File: src/rtl/mem_arbiter.sv
// Shares one memory command/response port between a fetch bus (ibus) and a load/store bus (dbus).
// Fixed priority (dbus first) by default; define MEM_ARBITER_RR_EN for round-robin arbitration.
module mem_arbiter #(
   parameter int unsigned RSP_TIMEOUT = 255
) (
   input  logic        clk,
   input  logic        rstf,
   input  logic [31:0] ibus_cmd_addr,
   input  logic        ibus_cmd_valid,
   output logic        ibus_cmd_ready,
   output logic [31:0] ibus_rsp_data,
   output logic        ibus_rsp_valid,
   input  logic [31:0] dbus_cmd_addr,
   input  logic [31:0] dbus_cmd_data,
   input  logic        dbus_cmd_we,
   input  logic [3:0]  dbus_cmd_size,
   input  logic        dbus_cmd_valid,
   output logic        dbus_cmd_ready,
   output logic [31:0] dbus_rsp_data,
   output logic        dbus_rsp_valid,
   output logic [31:0] mem_cmd_addr,
   output logic [31:0] mem_cmd_data,
   output logic        mem_cmd_we,
   output logic [3:0]  mem_cmd_size,
   output logic        mem_cmd_valid,
   input  logic        mem_cmd_ready,
   input  logic [31:0] mem_rsp_data,
   input  logic        mem_rsp_valid,
   output logic        rsp_timeout
);
   typedef enum logic [1:0] {IDLE = 2'd0, CMD = 2'd1, RSP = 2'd2} state_t;
   typedef enum logic {GNT_IBUS = 1'b0, GNT_DBUS = 1'b1} grant_t;

   localparam logic [15:0] TIMEOUT = 16'(RSP_TIMEOUT);

   state_t      state_q, state_d;
   grant_t      grant_q, grant_d;
   logic [15:0] cnt_q, cnt_d;
   grant_t      pick;

`ifdef MEM_ARBITER_RR_EN
   grant_t last_q, last_d;

   // On contention the requester that did not win last time gets the grant.
   always_comb begin
      last_d = last_q;
      if (dbus_cmd_valid && ibus_cmd_valid) begin
         pick = (last_q == GNT_DBUS) ? GNT_IBUS : GNT_DBUS;
      end else begin
         pick = dbus_cmd_valid ? GNT_DBUS : GNT_IBUS;
      end
      if (state_q == IDLE && (dbus_cmd_valid || ibus_cmd_valid)) begin
         last_d = pick;
      end
   end
`else
   always_comb begin
      pick = dbus_cmd_valid ? GNT_DBUS : GNT_IBUS;
   end
`endif

   always_comb begin
      state_d        = state_q;
      grant_d        = grant_q;
      cnt_d          = cnt_q;
      ibus_cmd_ready = 1'b0;
      ibus_rsp_data  = '0;
      ibus_rsp_valid = 1'b0;
      dbus_cmd_ready = 1'b0;
      dbus_rsp_data  = '0;
      dbus_rsp_valid = 1'b0;
      mem_cmd_addr   = '0;
      mem_cmd_data   = '0;
      mem_cmd_we     = 1'b0;
      mem_cmd_size   = '0;
      mem_cmd_valid  = 1'b0;
      rsp_timeout    = 1'b0;
      case (state_q)
         IDLE: begin
            if (dbus_cmd_valid || ibus_cmd_valid) begin
               grant_d = pick;
               state_d = CMD;
            end
         end
         CMD: begin
            mem_cmd_valid = 1'b1;
            if (grant_q == GNT_DBUS) begin
               mem_cmd_addr   = dbus_cmd_addr;
               mem_cmd_data   = dbus_cmd_data;
               mem_cmd_we     = dbus_cmd_we;
               mem_cmd_size   = dbus_cmd_size;
               dbus_cmd_ready = mem_cmd_ready;
            end else begin
               mem_cmd_addr   = ibus_cmd_addr;
               mem_cmd_size   = 4'b1111;
               ibus_cmd_ready = mem_cmd_ready;
            end
            if (mem_cmd_ready) begin
               if (grant_q == GNT_DBUS && dbus_cmd_we) begin
                  state_d = IDLE;
               end else begin
                  state_d = RSP;
                  cnt_d   = '0;
               end
            end
         end
         RSP: begin
            // Once the wait count has been reached the read is dead, even if data shows up now.
            if (cnt_q == TIMEOUT) begin
               rsp_timeout = 1'b1;
               if (grant_q == GNT_DBUS) dbus_rsp_valid = 1'b1;
               else                     ibus_rsp_valid = 1'b1;
               state_d = IDLE;
            end else if (mem_rsp_valid) begin
               if (grant_q == GNT_DBUS) begin
                  dbus_rsp_valid = 1'b1;
                  dbus_rsp_data  = mem_rsp_data;
               end else begin
                  ibus_rsp_valid = 1'b1;
                  ibus_rsp_data  = mem_rsp_data;
               end
               state_d = IDLE;
            end else begin
               cnt_d = cnt_q + 16'd1;
            end
         end
         default: state_d = IDLE;
      endcase
   end

   always_ff @(posedge clk or posedge rstf) begin
      if (rstf) begin
         state_q <= IDLE;
         grant_q <= GNT_DBUS;
         cnt_q   <= '0;
`ifdef MEM_ARBITER_RR_EN
         last_q  <= GNT_IBUS;
`endif
      end else begin
         state_q <= state_d;
         grant_q <= grant_d;
         cnt_q   <= cnt_d;
`ifdef MEM_ARBITER_RR_EN
         last_q  <= last_d;
`endif
      end
   end
endmodule

File: config.mk
export PLATFORM = sky130hd
export DESIGN_NAME = mem_arbiter
export DESIGN_NICKNAME = d
export VERILOG_FILES = /design/src/rtl/mem_arbiter.sv
export SDC_FILE = /design/constraint.sdc
export NUM_CORES = 1
export LEC_CHECK = 0
export CORE_AREA = 2 2 107 109
export CTS_CLUSTER_SIZE = 28
export DETAILED_ROUTE_END_ITERATION = 8
export DIE_AREA = 0 0 109 111
export PLACE_DENSITY = 0.79
export SYNTH_ARGS = -nofsm -noshare
export SYNTH_HDL_FRONTEND = slang
export SYNTH_SLANG_ARGS = --single-unit
File: constraint.sdc
create_clock -name clk -period 3.1 [get_ports clk]
set_input_delay 0.465 -clock clk [delete_from_list [all_inputs] [get_ports clk]]
set_output_delay 0.465 -clock clk [all_outputs]
set_load 0.02 [all_outputs]
==> flow_summary.yaml, run 1 <==
setup_path:
  path_cells: "or4_4 -> or4_4 -> nand2_4 -> nor3_2 -> buf_12 -> and2_4 -> clkdlybuf4s15_1"
  required_ns: 2.63
  cp-end-kind: "output port"
  crit_arrival_ns: 2.58
  slowest_delay_ns: 0.58
  cp_slowest_cell: "or4_4"
  worstSetupStartpointType: "flip-flop"
  crit_fanout: 32
  cpMostUsedCell: "or4_4"
  worstSetupPathType: "flip-flop to output port"
floorplan:
  die_w_um: 109
  core_um2: 11100
  die_h_um: 111
  rows: 39
  initial_utilization_pct: 21.6
  fp.dieArea_um2: 12100
  num_io_pins: 278
finish:
  fill_cells: 1051
  fin_area_um2: 5380
  finalNetCount: 738
  fin_util_pct: 48.6
  ff_latch_area_um2: 477
  multi_input_area_um2: 1750
  area_growth_pct: 125
  drive_gt1_share_pct: 8.88
clock_tree:
  cts_tree: "done"
  clk_root_buffer_cell: "clkbuf_16"
  clk_latency_ns: 0.25
  htreeDepth: 1
  clock_sinks: 19
  cts_made_buffers: 3
  clockBufferDepth: 2
  clkSlewWorstSetupHoldPaths_ns: 0.06
yosys:
  synth.avg_cell_area_um2: 7.35
  postSynthCellCount: 325
  ys_ff_latch: 19
  yosysWarnings: 0
  synthesis.nets: 465
  syn-cell-area_um2: 2390
  ys_seq_area_share_pct: 19.9
  synth_cell_types: 39
timing:
  fin_crit_sh_pct: 98.1
  min_period_ns: 3.04
  slew_headroom_pct: 50.4
  rsz0062_at_grt: "no"
  skew_ns: 0.00160
  setup_ws_ns: 0.0585
  tns_ns: 0
  setup_violations: 0
  fmax_ghz: 0.329
  hold_violations: 0
  slew_violations: 0
  worst_pin_slew_ns: 0.743
placed_design:
  dp_hpwl_um: 10600
  globalplace.congestion: 0.920
  place_ws_ns: -0.0245
  dpl_cell_area_um2: 5350
  io_buffers: 277
grt:
  grt_pass1_wl_um: 18400
  antenna_found_initial: 5
  grtUsageTotal_pct: 19.8
  overflow: 0
  grt_max_degree: 75
  grt_pass1_vias: 3205
run_status:
  status: "completed"
route:
  wl_met1_um: 5030
  routed_via_density: 4.53
  routed_wl_um: 12500
  wl_per_cell_um: 16.8
  first_pass_iters: 4
  drc: 0
  antenna_left: 0
  top_layer: "met5"
  met2_wirelength_um: 5560
  first_iter_violations: 228
  met3_wirelength_um: 1790
  vias: 3372
power_and_ir_drop:
  power.leakage_nw: 2.49
  totalPowerFinal_w: 0.00315
  ir_drop_mv: 0.412
  power_per_cell_area_nw_per_um2: 585
run:
  drv_cap: 0
worst_hold_path:
  hp-class: "flip-flop to flip-flop"
## Yosys cell counts (all sizes together)
cell,count,area share (%)
o211ai,1,0.31
nand4,4,1.0
nor3,9,2.1
o311ai,1,0.37
o21a,1,0.31
nor4,4,1.7
a31oi,2,0.52
nand2,18,2.9
inv,9,1.4
ha,1,0.52
or2,1,0.26
o31ai,1,0.31
dfrtp,18,19
and3,33,8.6
o21ai,14,2.9
or4,3,1.4
a22o,3,1.1
buf,11,3.8
clkbuf,12,1.9
mux2i,34,14
nor2b,1,0.26
a211oi,1,0.31
nor3b,1,0.31
xor2,2,0.73
a21oi,9,1.9
nand3,11,2.3
a21o,3,0.94
nor2,48,7.6
nand2b,4,1.0
dfstp,1,1.1
and2,64,19
## area by class of cell
class                      count  share of cell area [%]
timing repair buffer         291                    52.9
multi-input combinational    274                    32.6
sequential                    19                    8.86
tap                          143                    3.33
clock buffer                   3                    1.40
inverter                       9                   0.628
antenna                        4                   0.186
clock inverter                 1                  0.0930
## per-stage QoR
step	cells	hold WS, ns
final	744	0.534
after global routing	740	0.572
after CTS	740	0.532
after detailed placement	736	0.523
after global placement	736	0.516
after floorplan	325	0.415
## worst max-delay path: cells and delay by family, from the launching register on
family        cells  cell delay, ns
simple gates      5            1.47
flops             1            0.37
buf+inv           2            0.47
## layout by cell type (no fill, tap or decap), types with 4 or more instances in the layout
cell type        Yosys  final
clkbuf_2             0      6
mux2i_1             34     34
diode_2              0      4
and3_1              33     33
dfrtp_1             18     18
and2_1              44     44
and2_4              20     20
dlygate4sd2_1        0     32
o21ai_0             13     13
nand3_1             11     11
a21oi_1              9      9
inv_1                9      9
buf_4                1     11
clkdlybuf4s50_1      0    213
nand2_1             17     17
nor2_1              47     47
nand2b_1             4      4
nand4_1              4      4
clkdlybuf4s15_1      0     26
nor3_1               8      8
## logic make-up (layout without fill, tap and decap cells)
group                    count (synthesis)  after routing  synth area share, %
AO/OA/AOI/OAI                           36             36                 9.01
XOR/XNOR                                 2              2                0.733
adder cells (fa/ha/maj)                  1              1                0.523
buffers and inverters                   32            304                 7.07
flip-flops                              19             19                 19.9
multiplexers                            34             34                 14.2
other                                    0              4                    0
AND/OR/NAND/NOR                        201            201                 48.5
## registers in the layout (all words and copies together), names as in the netlist
name and count:
cnt_q 16, state_q 2, grant_q 1
## final timing paths
path                                  startpoint                    end  slack [ns]  depth (start not counted)
setup reg to reg             grant_q$_DFFE_PP1P_   cnt_q[7]$_DFFE_PP0P_        0.70                          7
setup / recovery           cnt_q[10]$_DFFE_PP0P_      ibus_rsp_data[26]        0.06                          7
min in group asynchronous                   rstf  cnt_q[12]$_DFFE_PP0P_        0.64                          2
max in group asynchronous                   rstf   cnt_q[7]$_DFFE_PP0P_        1.99                          2
hold reg to reg            cnt_q[15]$_DFFE_PP0P_  cnt_q[15]$_DFFE_PP0P_        0.53                          2
hold / removal             cnt_q[15]$_DFFE_PP0P_  cnt_q[15]$_DFFE_PP0P_        0.53                          2
## where the power goes
group          switching [W]  total [W]  internal [W]
sequential         0.0000522   0.000340      0.000288
combinational        0.00135    0.00254       0.00119
clock              0.0000984   0.000272      0.000173
## what timing repair did
action                     4_1_cts  5_1_grt
setup endpoints to repair       64       32
pin swaps                        0        1
buffers inserted                 0        0
gates resized for setup         65       39
hold buffers                     0        0
## per-layer routing
| layer | global-route usage [%] | up-vias |
|---|---|---|
| met4 | 3.59 | 6 |
| li1 | - | 1658 |
| met2 | 30.5 | 170 |
| met3 | 9.82 | 18 |
| met1 | 25.1 | 1520 |
| met5 | 0 | - |
(Power assumes the default switching activity.)
==> run 2: changes to the inputs <==
--- a/config.mk
+++ b/config.mk
@@ -5,6 +5,7 @@
 export SDC_FILE = /design/constraint.sdc
 export NUM_CORES = 1
 export LEC_CHECK = 0
+export CAP_MARGIN = 20
 export CORE_AREA = 2 2 107 109
 export CTS_CLUSTER_SIZE = 28
 export DETAILED_ROUTE_END_ITERATION = 8
==> results of run 2 <==
Final layout, timing and power as in run 1 (identical DEF).
